==> src/rtl/spmi_pkg.sv <==
// Shared constants, types and helpers for the SPMI transaction decoder.
package spmi_pkg;

  localparam logic [2:0] LEN_CMD  = 3'b110;
  localparam logic [2:0] LEN_DATA = 3'b100;

  localparam logic [7:0] EXT_WR_HI  = 8'h0F;
  localparam logic [7:0] EXT_RD_LO  = 8'h20;
  localparam logic [7:0] EXT_RD_HI  = 8'h2F;
  localparam logic [7:0] REG_WR_LO  = 8'h40;
  localparam logic [7:0] REG_RD_HI  = 8'h7F;
  localparam logic [7:0] REG0_WR_LO = 8'h80;

  localparam int unsigned ENT_ERR   = 31;
  localparam int unsigned ENT_TRUNC = 30;
  localparam int unsigned ENT_FIRST = 29;
  localparam int unsigned ENT_SID   = 24;
  localparam int unsigned ENT_CMD   = 16;
  localparam int unsigned ENT_ADDR  = 8;
  localparam int unsigned ENT_DATA  = 0;

  typedef enum logic [1:0] {IDLE, ADDR, DATA} state_t;
  typedef enum logic [1:0] {CLS_EXT, CLS_REG, CLS_REG0, CLS_OTHER} cmd_class_t;

  function automatic cmd_class_t classify(input logic [7:0] cmd);
    if (cmd >= REG0_WR_LO) return CLS_REG0;
    if (cmd >= REG_WR_LO && cmd <= REG_RD_HI) return CLS_REG;
    if (cmd <= EXT_WR_HI || (cmd >= EXT_RD_LO && cmd <= EXT_RD_HI)) return CLS_EXT;
    return CLS_OTHER;
  endfunction

  function automatic logic [31:0] make_entry(input logic err, input logic trunc,
                                             input logic first, input logic [3:0] sid,
                                             input logic [7:0] cmd, input logic [7:0] addr,
                                             input logic [7:0] data);
    logic [31:0] e;
    e = '0;
    e[ENT_ERR]        = err;
    e[ENT_TRUNC]      = trunc;
    e[ENT_FIRST]      = first;
    e[ENT_SID  +: 4]  = sid;
    e[ENT_CMD  +: 8]  = cmd;
    e[ENT_ADDR +: 8]  = addr;
    e[ENT_DATA +: 8]  = data;
    return e;
  endfunction

endpackage

==> src/rtl/spmi_txn_fifo.sv <==
// Synchronous show-ahead FIFO; head word is visible on rd_data, zero while empty.
module spmi_txn_fifo #(
  parameter int unsigned DEPTH = 16,
  parameter int unsigned WIDTH = 32
) (
  input  logic             sysclk,
  input  logic             reset,
  input  logic             wr_en,
  input  logic [WIDTH-1:0] wr_data,
  input  logic             rd_en,
  output logic [WIDTH-1:0] rd_data,
  output logic             empty,
  output logic             full
);
  localparam int unsigned AW = $clog2(DEPTH);

  logic [WIDTH-1:0] mem [DEPTH];
  logic [AW:0]      wr_ptr, rd_ptr;
  logic             wr_ok, rd_ok;

  // A write into a full FIFO succeeds when the head is popped on the same edge.
  always_comb begin
    empty   = (wr_ptr == rd_ptr);
    full    = (wr_ptr[AW] != rd_ptr[AW]) && (wr_ptr[AW-1:0] == rd_ptr[AW-1:0]);
    rd_ok   = rd_en && !empty;
    wr_ok   = wr_en && (!full || rd_en);
    rd_data = empty ? '0 : mem[rd_ptr[AW-1:0]];
  end

  always_ff @(posedge sysclk) begin
    if (wr_ok) mem[wr_ptr[AW-1:0]] <= wr_data;
  end

  always_ff @(posedge sysclk) begin
    if (reset) begin
      wr_ptr <= '0;
      rd_ptr <= '0;
    end else begin
      if (wr_ok) wr_ptr <= wr_ptr + 1'b1;
      if (rd_ok) rd_ptr <= rd_ptr + 1'b1;
    end
  end

endmodule

==> src/rtl/spmi_txn_decoder.sv <==
// Reassembles sniffer frame words into SPMI transactions, one FIFO entry per data byte.
// Optional parity checking is enabled by defining SPMI_DEC_PARITY_EN.
module spmi_txn_decoder #(
  parameter int unsigned FIFO_DEPTH = 16
) (
  input  logic        sysclk,
  input  logic        reset,
  input  logic [15:0] pkt_in,
  input  logic        pkt_valid,
  input  logic        pkt_overflow,
  output logic        pkt_fetched,
  input  logic        txn_rd,
  output logic [31:0] txn_data,
  output logic        txn_empty,
  output logic        txn_full,
  output logic [7:0]  drop_cnt,
  output logic        err_sticky
);
  import spmi_pkg::*;

  logic [2:0]  len;
  logic [12:0] frame;
  logic [3:0]  f_sid;
  logic [7:0]  f_byte;
  logic        par_bad, accept, is_cmd, is_data;
  cmd_class_t  cls;
  logic [31:0] trunc_entry, imm_entry, data_entry;

  state_t      state;
  logic [3:0]  sid_q;
  logic [7:0]  cmd_q, addr_q;
  logic [4:0]  remain_q;
  logic        cmd_err_q, first_q;
  logic        push_en, pend_en;
  logic [31:0] push_data, pend_data;

`ifdef SPMI_DEC_PARITY_EN
  assign par_bad = ~(^frame);
`else
  logic unused_parity;
  assign par_bad       = 1'b0;
  assign unused_parity = frame[0];
`endif

  always_comb begin
    len         = pkt_in[15:13];
    frame       = pkt_in[12:0];
    f_sid       = frame[12:9];
    f_byte      = frame[8:1];
    accept      = pkt_valid && !pkt_fetched;
    is_cmd      = (len == LEN_CMD);
    is_data     = (len == LEN_DATA);
    cls         = classify(f_byte);
    trunc_entry = make_entry(cmd_err_q, 1'b1, first_q, sid_q, cmd_q, addr_q, 8'h00);
    imm_entry   = make_entry(par_bad, 1'b0, 1'b1, f_sid, f_byte, 8'h00,
                             (cls == CLS_REG0) ? {1'b0, f_byte[6:0]} : 8'h00);
    data_entry  = make_entry(cmd_err_q | par_bad, 1'b0, first_q, sid_q, cmd_q, addr_q, f_byte);
  end

  // An abort followed by a zero-frame command yields two entries; the second waits in
  // pend_* for one cycle, which is free because no frame is accepted while pkt_fetched is high.
  always_ff @(posedge sysclk) begin
    if (reset) begin
      state       <= IDLE;
      pkt_fetched <= 1'b0;
      push_en     <= 1'b0;
      push_data   <= '0;
      pend_en     <= 1'b0;
      pend_data   <= '0;
      err_sticky  <= 1'b0;
      drop_cnt    <= '0;
      sid_q       <= '0;
      cmd_q       <= '0;
      addr_q      <= '0;
      remain_q    <= '0;
      cmd_err_q   <= 1'b0;
      first_q     <= 1'b0;
    end else begin
      pkt_fetched <= accept;
      push_en     <= pend_en;
      push_data   <= pend_data;
      pend_en     <= 1'b0;
      if (pkt_overflow) err_sticky <= 1'b1;
      if (push_en && txn_full && !txn_rd && drop_cnt != 8'hFF) drop_cnt <= drop_cnt + 8'd1;
      if (accept) begin
        if ((is_cmd || is_data) && par_bad) err_sticky <= 1'b1;
        if (is_cmd) begin
          sid_q     <= f_sid;
          cmd_q     <= f_byte;
          cmd_err_q <= par_bad;
          first_q   <= 1'b1;
          if (state != IDLE) begin
            push_en   <= 1'b1;
            push_data <= trunc_entry;
          end
          case (cls)
            CLS_EXT: begin
              state    <= ADDR;
              addr_q   <= '0;
              remain_q <= {1'b0, f_byte[3:0]} + 5'd1;
            end
            CLS_REG: begin
              state    <= DATA;
              addr_q   <= {3'b000, f_byte[4:0]};
              remain_q <= 5'd1;
            end
            default: begin
              state  <= IDLE;
              addr_q <= '0;
              if (state != IDLE) begin
                pend_en   <= 1'b1;
                pend_data <= imm_entry;
              end else begin
                push_en   <= 1'b1;
                push_data <= imm_entry;
              end
            end
          endcase
        end else if (is_data) begin
          case (state)
            IDLE: err_sticky <= 1'b1;
            ADDR: begin
              addr_q <= f_byte;
              state  <= DATA;
            end
            default: begin
              push_en   <= 1'b1;
              push_data <= data_entry;
              addr_q    <= addr_q + 8'd1;
              first_q   <= 1'b0;
              remain_q  <= remain_q - 5'd1;
              if (remain_q == 5'd1) state <= IDLE;
            end
          endcase
        end else begin
          err_sticky <= 1'b1;
        end
      end
    end
  end

  spmi_txn_fifo #(
    .DEPTH (FIFO_DEPTH),
    .WIDTH (32)
  ) u_fifo (
    .sysclk  (sysclk),
    .reset   (reset),
    .wr_en   (push_en),
    .wr_data (push_data),
    .rd_en   (txn_rd),
    .rd_data (txn_data),
    .empty   (txn_empty),
    .full    (txn_full)
  );

endmodule

==> config.mk <==
export PLATFORM = sky130hd
export DESIGN_NAME = spmi_txn_decoder
export DESIGN_NICKNAME = d
export VERILOG_FILES = /design/src/rtl/spmi_pkg.sv /design/src/rtl/spmi_txn_fifo.sv /design/src/rtl/spmi_txn_decoder.sv
export SDC_FILE = /design/constraint.sdc
export NUM_CORES = 1
export LEC_CHECK = 0
export ABC_AREA = 1
export CAP_MARGIN = 30
export CORE_MARGIN = 3
export CORE_UTILIZATION = 65
export DETAILED_ROUTE_END_ITERATION = 8
export DONT_BUFFER_PORTS = 1
export PLACE_DENSITY_LB_ADDON = 0.15
export SYNTH_ARGS = -nofsm -noshare
export SYNTH_HDL_FRONTEND = slang
export SYNTH_SLANG_ARGS = --single-unit
==> constraint.sdc <==
create_clock -name sysclk -period 7.1 [get_ports sysclk]
set_input_delay 1.065 -clock sysclk [delete_from_list [all_inputs] [get_ports sysclk]]
set_output_delay 1.065 -clock sysclk [all_outputs]
set_load 0.05 [all_outputs]
==> impl_metrics.tcl <==
set metrics [dict create \
    cap_violations 0 \
    design_area_um2 26900 \
    p_seq_frac 0.508 \
    drive_gt1_frac 0.0955 \
    netSwitchingFraction 0.233 \
    p_clk_frac 0.402 \
    tns_ns 0 \
    clkSinkCount 584 \
    nFillCells 2446 \
    fmax_mhz 223 \
    coreArea_um2 36900 \
    area_growth_syn_to_layout_pct 9.72 \
    vias_per_cell 5.85 \
    synth-seq-cells 584 \
    grt_pass1_vias 15100 \
    holdBufCountCts 0 \
    yosys_warnings 0 \
    whs_ns 0.456 \
    die_h_um 200 \
    row_count 70 \
    syn_area_um2 24500 \
    place_area_um2 25000 \
    hpwlAfterDp_um 28800 \
    ys_seq_area_frac 0.674 \
    routed_wl_um 54400 \
    antenna_found_initial 3 \
    min_period_over_period 0.631 \
    htree_num_levels 2 \
    power.density_nw_per_um2 271 \
    cts_tree "built" \
    gp_congestion 0.865 \
    initial_core_util 0.664 \
    p_comb_frac 0.090 \
    switching_power_mw 1.70 \
    holdCritStartpoint "pend_data[29]" \
    crit_path_end_kind "output pin" \
    criticalPathCategory "flop to output pin" \
    grt_pass1_wl_um 83800 \
    dp_slack_ns 3.20 \
    vias 16100 \
    met3WireLength_um 4670 \
    p_leak_nw 9.63 \
    final_nets 2226 \
    met1_length_um 22500 \
    drt-wirelength-per-cell_um 19.8 \
    met2WireLength_um 25600 \
    die-area_um2 40000 \
    synthDistinctLibCells 43 \
    cts_inserted_buffers 57 \
    cts_buffer_depth 3 \
    startpoint_type "flop" \
    multiInputGateArea_um2 6150 \
    synthCells 2202 \
    critPathMaxFanout 164 \
    postCtsSetupBuffers 0 \
    synth.avg_cell_area_um2 11.1 \
    fin_worst_skew_ns 0.0137 \
    grt_remaining_overflow 0 \
    min_period_ns 4.48 \
    fin_ws_ns 2.62 \
    portBuffers 0 \
    first_pass_iters 7 \
    die_x_um 200 \
    crit_arrival_ns 3.42 \
    ios 65 \
    grtUsageTotal 0.275 \
    slew_headroom 0.325 \
    finalHoldViolations 0 \
    drv_slew 0 \
    required_ns 6.03 \
    insertion_delay_ns 0.59 \
    cts.repair.resized 0 \
    finalCoreUtilization 0.728 \
    drtIter0Drc 1618 \
    peakVddDrop_mv 0.194 \
    clkTransAtPathRegs_ns 0.06 \
    finalSetupViolations 0 \
    holdCritPathClass "flop to flop" \
    drc 0 \
    grt_max_degree 165 \
    rsz0062_at_grt "false" \
    worstReg2RegStart "u_fifo.wr_ptr[3]" \
    outcome "finished, final reports clean" \
    worst_pin_slew_ns 1.01 \
    p_int_mw 5.58 \
    ant_nets 0 \
    root_buffer "clkbuf_16" \
    top_layer "met5" \
    seq_area_um2 16500 \
]
## cells in the mapped netlist (all sizes together)
cell type / count / area (um2)
nand3: 221 / 1120
o31a: 1 / 8.76
o2111ai: 2 / 17.5
a31oi: 1 / 6.26
nand3b: 1 / 7.51
o211ai: 122 / 916
a211oi: 3 / 37.5
a21oi: 210 / 1130
xor2: 9 / 78.8
buf: 76 / 482
conb: 1 / 3.75
clkinv: 2 / 7.51
inv: 328 / 1230
nor3: 24 / 125
o22ai: 5 / 31.3
clkbuf: 51 / 193
a21boi: 1 / 11.3
nor2: 68 / 293
nand4: 12 / 90.1
o21ai: 180 / 920
dfxtp: 104 / 2080
nor4: 1 / 6.26
a22oi: 2 / 15.0
xnor2: 5 / 51.3
edfxtp: 480 / 14400
nand2: 281 / 1060
ha: 11 / 138
## stage by stage
stage	total power [mW]	cells
5_1_grt	7.52	2744
3_5_place_dp	4.42	2638
2_1_floorplan	4.30	2203
4_1_cts	7.31	2743
6_report	7.28	2745
3_3_place_gp	4.37	2617
## critical path, stage by stage (launching register included)
cell and delay, ns:
dfxtp_4 0.70, buf_12 0.52, buf_4 0.57, o211ai_1 0.18
nand3_1 0.15, nand3_1 0.10, a21oi_1 0.19, buf_4 0.24
## sequential cells by signal, indices dropped and copies added (netlist names), 4 cells and up, named ones only
register	flops
addr_q	8
cmd_q	8
drop_cnt	8
pend_data	20
push_data	30
remain_q	5
sid_q	4
u_fifo.mem	480
u_fifo.rd_ptr	5
u_fifo.wr_ptr	5
## power by group through the flow
stage,sequential [mW],clock [mW],combinational [mW]
global placement,3.78,0,0.588
floorplan,3.75,0,0.543
detailed placement,3.77,0,0.646
finish,3.70,2.93,0.654
CTS,3.70,2.97,0.652
global route,3.70,3.10,0.718
## routing by layer
layer,vias to the layer above,track usage
li1,7646,-
met1,7635,0.390
met2,649,0.434
met3,131,0.0554
met4,4,0.0912
met5,-,0
## area by class of cell
class                           instances  area share
Clock inverter                         36      0.0118
Inverter                              330      0.0461
Timing Repair Buffer                   59      0.0186
Multi-Input combinational cell       1162       0.229
Antenna cell                            1   0.0000932
Tap cell                              504      0.0235
Clock buffer                           69      0.0559
Sequential cell                       584       0.615
## kinds of logic (layout without fill, tap and decap cells)
group	after synthesis	in the layout	synth area share
simple gates	608	608	0.110
flops	584	584	0.674
compound gates	527	527	0.126
buf+inv	457	494	0.0782
xor+xnor	14	14	0.00532
fa+ha+maj	11	11	0.00562
other cells	1	3	0.000153
## cell usage in the layout, fill, tap and decap left out, types with 3 or more instances in the layout
| cell | instances |
|---|---|
| inv_1 | 320 |
| a211oi_2 | 3 |
| nor3_1 | 10 |
| nor2_4 | 6 |
| o211ai_1 | 122 |
| ha_1 | 11 |
| nand2_1 | 277 |
| nand4_1 | 11 |
| buf_4 | 53 |
| xnor2_1 | 4 |
| nand3_1 | 219 |
| o22ai_1 | 5 |
| edfxtp_1 | 480 |
| a21oi_2 | 20 |
| clkbuf_8 | 3 |
| xor2_1 | 9 |
| clkinv_1 | 16 |
| inv_2 | 9 |
| o21ai_1 | 55 |
| o21ai_0 | 122 |
| nand2_2 | 4 |
| clkinv_2 | 13 |
| a21oi_1 | 190 |
| clkbuf_16 | 57 |
| bufinv_16 | 6 |
| clkbuf_1 | 9 |
| nor3_2 | 14 |
| nor2_1 | 56 |
| buf_12 | 4 |
| nor2_2 | 6 |
| dfxtp_1 | 100 |
## final timing paths
check | slack [ns] | cells after the start | end
setup / recovery | 2.62 | 7 | txn_data[22]
hold / removal | 0.46 | 2 | pend_data[29]
setup reg to reg | 4.02 | 10 | u_fifo.mem[11][0]
hold reg to reg | 0.46 | 2 | pend_data[29]
(Power assumes the default switching activity.)
